`src/rtl/tron_score_pkg.sv`:
```
// Shared types and helpers for the Tron match scorekeeper.
package tron_score_pkg;

  typedef enum logic [1:0] {
    IDLE       = 2'd0,
    PLAY       = 2'd1,
    ROUND_END  = 2'd2,
    MATCH_OVER = 2'd3
  } score_state_t;

  localparam logic [2:0] GS_MENU = 3'd1;
  localparam logic [2:0] GS_PLAY = 3'd2;
  localparam int MAX_PLAYERS = 4;

  function automatic logic [2:0] popcount(input logic [MAX_PLAYERS-1:0] v);
    logic [2:0] c;
    c = 3'd0;
    for (int i = 0; i < MAX_PLAYERS; i++) begin
      c = c + {2'b00, v[i]};
    end
    return c;
  endfunction

endpackage

```
`src/rtl/match_scorer_frame_tick_gen.sv`:
```
// Synchronises the asynchronous frame strobe and emits a one-cycle tick on its rising edge.
module frame_tick_gen (
  input  logic clk,
  input  logic rst,
  input  logic frame_clk,
  output logic frame_tick
);

  logic sync1_r, sync2_r, prev_r, tick_r;

  // two-flop synchroniser, edge detector and registered tick
  always_ff @(posedge clk or posedge rst) begin
    if (rst) begin
      sync1_r <= 1'b0;
      sync2_r <= 1'b0;
      prev_r  <= 1'b0;
      tick_r  <= 1'b0;
    end else begin
      sync1_r <= frame_clk;
      sync2_r <= sync1_r;
      prev_r  <= sync2_r;
      tick_r  <= sync2_r & ~prev_r;
    end
  end

  assign frame_tick = tick_r;

endmodule

```
`src/rtl/match_scorer.sv`:
```
// Round/match scorekeeper for N-player Tron. Optional macro DRAW_POINTS_EN awards
// a point to every surviving player of a simultaneous-crash draw.
module match_scorer
  import tron_score_pkg::*;
#(
  parameter int NUM_PLAYERS = 2,
  parameter int SCORE_W     = 2,
  parameter int WIN_SCORE   = 3,
  parameter int HOLD_FRAMES = 60
) (
  input  logic                           Clk,
  input  logic                           Reset,
  input  logic                           frame_clk,
  input  logic [2:0]                     Game_State,
  input  logic [NUM_PLAYERS-1:0]         crash,
  output logic [NUM_PLAYERS*SCORE_W-1:0] score,
  output logic [NUM_PLAYERS-1:0]         alive,
  output logic [NUM_PLAYERS-1:0]         round_winner,
  output logic                           reset_round,
  output logic                           match_over,
  output logic [NUM_PLAYERS-1:0]         winner
);

  localparam int HOLD_W = $clog2(HOLD_FRAMES + 1);
  localparam logic [HOLD_W-1:0]  HOLD_LAST = HOLD_W'(HOLD_FRAMES - 1);
  localparam logic [SCORE_W-1:0] WIN_V     = SCORE_W'(WIN_SCORE);
  localparam logic [SCORE_W-1:0] ONE_V     = SCORE_W'(1);

  score_state_t                   state_r;
  logic [NUM_PLAYERS*SCORE_W-1:0] score_r, score_inc_s;
  logic [NUM_PLAYERS-1:0]         alive_r, round_winner_r, winner_r;
  logic                           reset_round_r, match_over_r;
  logic [HOLD_W-1:0]              hold_cnt_r;
  logic                           frame_tick_s;
  logic [NUM_PLAYERS-1:0]         alive_next_s, inc_mask_s, win_mask_s;
  logic [MAX_PLAYERS-1:0]         alive_pad_s;
  logic [2:0]                     alive_cnt_s;
  logic [SCORE_W-1:0]             cur_s;

  frame_tick_gen u_tick (
    .clk        (Clk),
    .rst        (Reset),
    .frame_clk  (frame_clk),
    .frame_tick (frame_tick_s)
  );

  // survivor count, points to award this round, and who has reached the winning score
  always_comb begin
    alive_next_s = alive_r & ~crash;
    alive_pad_s  = {MAX_PLAYERS{1'b0}};
    alive_pad_s[NUM_PLAYERS-1:0] = alive_next_s;
    alive_cnt_s  = popcount(alive_pad_s);
    if (alive_cnt_s == 3'd1) begin
      inc_mask_s = alive_next_s;
    end else if (alive_cnt_s == 3'd0) begin
`ifdef DRAW_POINTS_EN
      inc_mask_s = alive_r;
`else
      inc_mask_s = {NUM_PLAYERS{1'b0}};
`endif
    end else begin
      inc_mask_s = {NUM_PLAYERS{1'b0}};
    end
    score_inc_s = score_r;
    win_mask_s  = {NUM_PLAYERS{1'b0}};
    cur_s       = {SCORE_W{1'b0}};
    for (int i = 0; i < NUM_PLAYERS; i++) begin
      cur_s = score_r[i*SCORE_W +: SCORE_W];
      win_mask_s[i] = (cur_s == WIN_V);
      if (inc_mask_s[i] && (cur_s < WIN_V)) begin
        score_inc_s[i*SCORE_W +: SCORE_W] = cur_s + ONE_V;
      end else begin
        score_inc_s[i*SCORE_W +: SCORE_W] = cur_s;
      end
    end
  end

  // round/match state machine; anything other than MENU or PLAY freezes it in place
  always_ff @(posedge Clk or posedge Reset) begin
    if (Reset) begin
      state_r        <= IDLE;
      score_r        <= {(NUM_PLAYERS*SCORE_W){1'b0}};
      alive_r        <= {NUM_PLAYERS{1'b1}};
      round_winner_r <= {NUM_PLAYERS{1'b0}};
      winner_r       <= {NUM_PLAYERS{1'b0}};
      reset_round_r  <= 1'b0;
      match_over_r   <= 1'b0;
      hold_cnt_r     <= {HOLD_W{1'b0}};
    end else begin
      reset_round_r <= 1'b0;
      if (Game_State == GS_MENU) begin
        state_r        <= IDLE;
        score_r        <= {(NUM_PLAYERS*SCORE_W){1'b0}};
        alive_r        <= {NUM_PLAYERS{1'b1}};
        round_winner_r <= {NUM_PLAYERS{1'b0}};
        winner_r       <= {NUM_PLAYERS{1'b0}};
        match_over_r   <= 1'b0;
        hold_cnt_r     <= {HOLD_W{1'b0}};
      end else if (Game_State == GS_PLAY) begin
        case (state_r)
          IDLE: begin
            alive_r <= {NUM_PLAYERS{1'b1}};
            state_r <= PLAY;
          end
          PLAY: begin
            alive_r <= alive_next_s;
            if (alive_cnt_s <= 3'd1) begin
              score_r        <= score_inc_s;
              round_winner_r <= alive_next_s;
              hold_cnt_r     <= {HOLD_W{1'b0}};
              state_r        <= ROUND_END;
            end
          end
          ROUND_END: begin
            if (|win_mask_s) begin
              match_over_r <= 1'b1;
              winner_r     <= win_mask_s;
              state_r      <= MATCH_OVER;
            end else if (frame_tick_s) begin
              if (hold_cnt_r == HOLD_LAST) begin
                reset_round_r <= 1'b1;
                alive_r       <= {NUM_PLAYERS{1'b1}};
                hold_cnt_r    <= {HOLD_W{1'b0}};
                state_r       <= PLAY;
              end else begin
                hold_cnt_r <= hold_cnt_r + HOLD_W'(1);
              end
            end
          end
          MATCH_OVER: begin
            match_over_r <= 1'b1;
          end
          default: begin
            state_r <= IDLE;
          end
        endcase
      end
    end
  end

  assign score        = score_r;
  assign alive        = alive_r;
  assign round_winner = round_winner_r;
  assign reset_round  = reset_round_r;
  assign match_over   = match_over_r;
  assign winner       = winner_r;

endmodule

```
`config.mk`:
```
export PLATFORM = sky130hd
export DESIGN_NAME = match_scorer
export DESIGN_NICKNAME = d
export VERILOG_FILES = /design/src/rtl/tron_score_pkg.sv /design/src/rtl/match_scorer_frame_tick_gen.sv /design/src/rtl/match_scorer.sv
export SDC_FILE = /design/constraint.sdc
export NUM_CORES = 1
export LEC_CHECK = 0
export BUFFER_PORTS_ARGS = -buffer_cell sky130_fd_sc_hd__buf_2
export CELL_PAD_IN_SITES_DETAIL_PLACEMENT = 0
export CELL_PAD_IN_SITES_GLOBAL_PLACEMENT = 1
export CORE_MARGIN = 3
export CORE_UTILIZATION = 43
export CTS_CLUSTER_DIAMETER = 120
export CTS_CLUSTER_SIZE = 25
export DETAILED_ROUTE_END_ITERATION = 8
export GPL_TIMING_DRIVEN = 0
export HOLD_SLACK_MARGIN = 0.02
export PLACE_DENSITY = 0.8
export SLEW_MARGIN = 10
export SYNTH_ARGS = -nofsm -noshare
export SYNTH_HDL_FRONTEND = slang
export SYNTH_SLANG_ARGS = --single-unit
```
`constraint.sdc`:
```
create_clock -name Clk -period 2 [get_ports Clk]
set_input_delay 0.1 -clock Clk [delete_from_list [all_inputs] [get_ports Clk]]
set_output_delay 0.1 -clock Clk [all_outputs]
set_load 0.01 [all_outputs]
```
==> results_dict.tcl, run 1 <==
set metrics [dict create \
    hpwl_mm 1.92 \
    area_growth_pct 18.0 \
    seq_area_frac_synth 0.466 \
    grt_pass1_wl_mm 4.25 \
    period_minus_slack_ns 1.88 \
    worstPathArrival_ns 2.09 \
    worst_pin_slew_ns 0.879 \
    htreeDepth 1 \
    synth_mux_area_frac 0.0309 \
    hold_violations 0 \
    status "finished clean" \
    vdd_drop_max_mv 0.458 \
    cap_violations 0 \
    finalCritPeriodShare 0.939 \
    numCtsBuffers 3 \
    synth_fa_ha_area_frac 0.0676 \
    synth_nets 142 \
    cp_slowest_cell "dfrtp_1" \
    worstHoldPathType "in2reg" \
    utilization 0.545 \
    ys.warnings.count 0 \
    yosys.area.top_type "dfrtp_1" \
    synth_top_family_by_area "simple AND/OR/NAND/NOR gates" \
    die_area_um2 3710 \
    setup_viol 0 \
    cts_root_buffer "clkbuf_4" \
    avgSynthCellArea_um2 10.2 \
    tns_ns 0 \
    yosys.area_share.simple 0.233 \
    p_leak_nw 0.738 \
    grt-ovfl-total 0 \
    cpPeakStageDelay_ns 0.43 \
    synth_compound_area_frac 0.154 \
    syn_area_um2 1290 \
    worstPathCellList "inv_1, ha_1, buf_4, and4bb_2, o221ai_4, and2_4, a211o_1" \
    rsz0062_at_grt "no" \
    netlist_top_cells_area "dfrtp_1, ha_1, dfstp_2, nand2_1, mux2i_1" \
    ys_seq_elements 24 \
    max_freq_mhz 533 \
    regArea_um2 603 \
    core.rowCount 19 \
    gp_congestion 0.836 \
    setup_slack_ns 0.122 \
    antenna_found_initial 0 \
    clock_path_buffers 2 \
    place_ws_ns 0.0672 \
    yosys.cell_types.count 39 \
    reg2reg_slack_ns 0.12 \
    drt_pre_antenna_iters 4 \
    synth-xor-area-share 0.0135 \
    finalClockSkew_ns 0.0135 \
    routed_wl_mm 2.58 \
    worstPathRequired_ns 2.21 \
    fillers 269 \
    coreArea_um2 2810 \
    grt_pass1_vias 1026 \
    slew_viol_final 0 \
    clkSinkCount 24 \
    grt_max_degree 25 \
    die_y_um 60.9 \
    start_kind "register" \
    grt_usage 0.152 \
    synthCells 127 \
    dr.first_iter.drc_count 15 \
    slew_headroom 0.414 \
    dr_total_vias 1026 \
    critPathKind "reg2reg" \
    netlist.area_leader.share 0.425 \
    wl_per_cell_um 14.0 \
    powerDensity_nw_per_um2 897 \
    antenna_left 0 \
    drcViolationCount 0 \
    fin_nets 169 \
    port_buffers 19 \
    multi_input_area_um2 664 \
    antenna_cells 0 \
    fp.dieW_um 60.9 \
    crit_fanout 10 \
    place_inst 177 \
    drive_gt1_frac 0.229 \
    start_util 0.462 \
    io_pins 20 \
    path_clk_slew_ns 0.15 \
    cts_tree "yes" \
    fin_cells 184 \
    via_per_inst 5.58 \
    critPathCaptureType "register" \
    clock_latency_ns 0.32 \
]
[registers in the layout, indices dropped and copies added (netlist names)]
signal             cells
u_tick.frame_tick      1
score                  4
round_winner           2
u_tick.prev_r          1
u_tick.sync2_r         1
winner                 2
u_tick.sync1_r         1
match_over             1
hold_cnt_r             6
state_r                2
reset_round            1
alive                  2
[cells by family after synthesis]
logic type | count (synthesis)
AO/OA/AOI/OAI | 26
flip-flops | 24
AND/OR/NAND/NOR | 53
XOR/XNOR | 2
multiplexers | 4
buffers and inverters | 11
adder cells (fa/ha/maj) | 7
[placed cells by master, fill, tap and decap left out, drive strengths merged, types with 2 or more instances in the layout]
| cell type | count |
|---|---|
| dfrtp | 22 |
| buf | 22 |
| nand2 | 12 |
| nor2 | 10 |
| inv | 7 |
| ha | 7 |
| o21ai | 6 |
| nor3b | 6 |
| clkbuf | 5 |
| mux2i | 4 |
| nand2b | 3 |
| nor2b | 3 |
| nand3 | 3 |
| nor3 | 3 |
| a211o | 3 |
| a31oi | 3 |
| nand4 | 2 |
| and3 | 2 |
| nor4 | 2 |
| o22a | 2 |
| a32o | 2 |
| o211ai | 2 |
| xor2 | 2 |
| a311oi | 2 |
| dfstp | 2 |
| dlygate4sd3 | 2 |
| and2 | 2 |
[synthesized netlist by cell type]
cell type / instances
o221ai_2: 1
and2_1: 2
nor2_1: 10
a32o_1: 2
o21ba_2: 1
a21oi_1: 1
or3b_1: 1
nand4_1: 2
buf_2: 1
inv_1: 7
xor2_1: 2
o31ai_1: 1
o21ai_0: 6
nand4bb_1: 1
and3_1: 2
nor3_1: 3
nand2b_1: 3
a311oi_1: 2
o22a_1: 2
dfstp_2: 2
clkbuf_1: 2
a31oi_1: 3
nand3_1: 3
nor3b_2: 2
a41oi_1: 1
or3_1: 1
nand2_1: 12
nor4_1: 2
ha_1: 7
mux2i_1: 4
nand3b_1: 1
a211o_1: 3
a21o_1: 1
o211ai_1: 2
nor3b_1: 4
and4bb_2: 1
buf_4: 1
dfrtp_1: 22
nor2b_1: 3
[layout make-up]
type                    count  share of cell area
multi-input cells          92               0.435
flip-flops and latches     24               0.395
repair buffers             22              0.0803
well taps                  31              0.0254
clock inverters             1              0.0197
inverters                   7              0.0172
clock buffers               3              0.0147
plain buffers               4              0.0131
[power breakdown]
| group | switching, W | internal (W) |
|---|---|---|
| clock | 0.000152 | 0.000202 |
| sequential | 0.0000469 | 0.000551 |
| combinational | 0.000239 | 0.000178 |
| total | 0.000438 | 0.000932 |
[worst max-delay path: cells and delay by family, from the launching register on]
family / cells / cell delay, ns
AOI/OAI and AO/OA: 2 / 0.43
adders and majority gates: 1 / 0.17
buffers and inverters: 2 / 0.25
DFF: 1 / 0.43
and+or+nand+nor: 2 / 0.49
[metrics by stage]
step	power (W)	hold WS (ns)	cell area (µm²)
finish	0.00137	0.124	1530
global route	0.00146	0.139	1530
CTS	0.00136	0.111	1500
detailed placement	0.000997	0.209	1430
global placement	0.000986	0.212	1430
floorplan	0.000883	0.113	1290
[per-layer routing]
layer  share of wire  up-vias  global-route usage
met5               0        -                   0
met4           0.010        0              0.0650
met3           0.035        4              0.0234
met2            0.49       20               0.266
met1            0.47      491               0.184
li1                -      511                   -
[path summary, 6_finish.rpt]
check	start	end	depth (start not counted)
setup / recovery	state_r[0]	hold_cnt_r[3]	7
hold / removal	Game_State[0]	alive[1]	4
setup reg to reg	state_r[0]	hold_cnt_r[3]	7
hold reg to reg	u_tick.sync1_r	u_tick.sync2_r	0
max in group asynchronous	Reset	hold_cnt_r[3]	3
min in group asynchronous	Reset	hold_cnt_r[2]	3
[repair_timing]
action,in CTS,in global routing
gates resized for setup,0,4
setup buffers,0,1
hold buffers,2,0
endpoints found under the setup margin,0,8
endpoints found under the hold margin,23,0
Power figures use the tool's default switching activity.
==> inputs of run 2 (changes only) <==
Settings changed: CORE_MARGIN 3 to default, MAX_ROUTING_LAYER from default to met4.
==> run 2 against run 1 <==
  * The run now ends with DRC left
  * Clock-buffer cell count is the same
  * Critical path depth unchanged
  * Flip-flop and latch count unchanged
  * Non-clock buffer count unchanged
  * Utilization unchanged
  * Total power decreased by 0.47%
  * Combinational power is essentially flat
  * Via count is 2.5% higher
  * Maximum frequency increased by 0.49%
  * Clock skew shrank 0.0079 ns
  * Global-route usage is 2.7 points higher
  * Sequential share of layout area unchanged
  * Critical endpoint is now hold_cnt_r[2]
==> results_dict.tcl, run 2 (synthesis results as in run 1) <==
set metrics [dict create \
    dr_total_vias 1052 \
    antenna_found_initial 0 \
    slew_viol_final 0 \
    cpPeakStageDelay_ns 0.42 \
    die_area_um2 3240 \
    finalCritPeriodShare 0.934 \
    tns_ns 0 \
    drt_pre_antenna_iters 6 \
    vdd_drop_max_mv 0.425 \
    cp_slowest_cell "dfrtp_1" \
    largest_register "hold_cnt_r" \
    start_util 0.462 \
    regArea_um2 603 \
    met2_length_mm 1.27 \
    dr.first_iter.drc_count 26 \
    die_y_um 56.9 \
    antenna_left 0 \
    critPathKind "reg2reg" \
    fin_nets 169 \
    multi_input_area_um2 664 \
    grt_pass1_vias 1013 \
    p_int_w 0.000931 \
    wl_per_cell_um 13.7 \
    max_freq_mhz 535 \
    place_inst 177 \
    fin_cells 184 \
    worstPathRequired_ns 2.25 \
    port_buffers 19 \
    finalClockSkew_ns 0.00554 \
    route.met3.wl_um 80 \
    cap_violations 0 \
    area_growth_pct 18.0 \
    p_sw_frac 0.317 \
    io_pins 20 \
    start_kind "register" \
    cts_root_buffer "clkbuf_4" \
    htreeDepth 1 \
    critPathCaptureType "register" \
    setup_viol 0 \
    core.rowCount 19 \
    grt-ovfl-total 0 \
    p_sw_w 0.000432 \
    largest_reg_flops 6 \
    clock_path_buffers 2 \
    via_per_inst 5.72 \
    drcViolationCount 6 \
    p_leak_nw 0.738 \
    reg2reg_slack_ns 0.13 \
    power_frac_comb 0.305 \
    worstPathArrival_ns 2.12 \
    worstPathCellList "inv_1, ha_1, buf_4, and4bb_2, o221ai_4, or3_1, a31oi_1" \
    slew_headroom 0.412 \
    gp_congestion 0.841 \
    numCtsBuffers 3 \
    hpwl_mm 1.87 \
    wl_met1_mm 1.16 \
    clock_latency_ns 0.31 \
    drive_gt1_frac 0.229 \
    crit_fanout 10 \
    routed_wl_mm 2.53 \
    grt_pass1_wl_mm 4.45 \
    powerDensity_nw_per_um2 892 \
    grt_max_degree 25 \
    clkSinkCount 24 \
    hold_violations 0 \
    period_minus_slack_ns 1.87 \
    path_clk_slew_ns 0.14 \
    worstHoldPathType "in2reg" \
    grt_usage 0.179 \
    critPathBufInv 2 \
    top_layer "met4" \
    pwr-share-seq 0.439 \
    mostFrequentLayoutCells "dfrtp_1, buf_2, nand2_1" \
    worst_pin_slew_ns 0.881 \
    fillers 250 \
    rsz0062_at_grt "no" \
    layout_commonest_cell "dfrtp_1" \
    fp.dieW_um 56.9 \
    violations "DRC" \
    status "complete, but fails checks" \
    antenna_cells 0 \
    cts_tree "yes" \
    p_clk_frac 0.256 \
    coreArea_um2 2810 \
    cp_top_family "simple AND/OR/NAND/NOR gates" \
]
[run 2: cell counts in the layout (fill, tap and decap cells not counted)]
Identical to the previous run, type by type.
[run 2: per-stage QoR]
step / hold WS [ns] / area [µm²] / util / total power [W] / setup slack [ns]
global route: 0.129 / 1530 / 0.545 / 0.00146 / 0.0190
floorplan: 0.113 / 1290 / - / 0.000883 / 0.236
detailed placement: 0.209 / 1430 / 0.509 / 0.000998 / 0.0644
CTS: 0.114 / 1500 / 0.535 / 0.00135 / 0.0391
finish: 0.118 / 1530 / 0.545 / 0.00136 / 0.131
global placement: 0.212 / 1430 / 0.509 / 0.000985 / 0.0883
[run 2: metal layers]
metal	track usage	vias to the layer above
li1	-	515
met2	0.299	20
met3	0.0207	2
met4	0.0557	0
met1	0.226	515
met5	-	-
[run 2: worst paths after layout]
| path | start | endpoint | cells after the start |
|---|---|---|---|
| max in group asynchronous | Reset | state_r[1] | 3 |
| hold / removal | Game_State[1] | score[3] | 3 |
| setup / recovery | state_r[0] | hold_cnt_r[2] | 7 |
| hold reg to reg | u_tick.sync1_r | u_tick.sync2_r | 0 |
| setup reg to reg | state_r[0] | hold_cnt_r[2] | 7 |
| min in group asynchronous | Reset | u_tick.sync1_r | 3 |
[run 2: area by class of cell]
cell class              count  share of cell area
clock inverters             1              0.0197
multi-input cells          92               0.435
flip-flops and latches     24               0.395
inverters                   7              0.0172
clock buffers               3              0.0147
well taps                  31              0.0254
plain buffers               4              0.0131
repair buffers             22              0.0803
[run 2: worst reg2reg max path: cells and delay by family (launching register included)]
kind / cells / cell delay [ns]
simple gates: 2 / 0.66
flops: 1 / 0.42
compound gates: 2 / 0.31
buf+inv: 2 / 0.25
fa+ha+maj: 1 / 0.17
[run 2: what timing repair did]
| item | 4_1_cts | 5_1_grt |
|---|---|---|
| hold buffers | 2 | 0 |
| hold endpoints to repair | 23 | 0 |
| resized for setup | 0 | 4 |
| buffers inserted | 0 | 1 |
| endpoints found under the setup margin | 0 | 8 |
[run 2: power groups by stage]
stage / sequential (W) / combinational [W] / clock, W
6_report: 0.000598 / 0.000416 / 0.000349
4_1_cts: 0.000603 / 0.000389 / 0.000360
2_1_floorplan: 0.000621 / 0.000262 / 0
5_1_grt: 0.000608 / 0.000471 / 0.000377
3_3_place_gp: 0.000608 / 0.000377 / 0
3_5_place_dp: 0.000613 / 0.000385 / 0
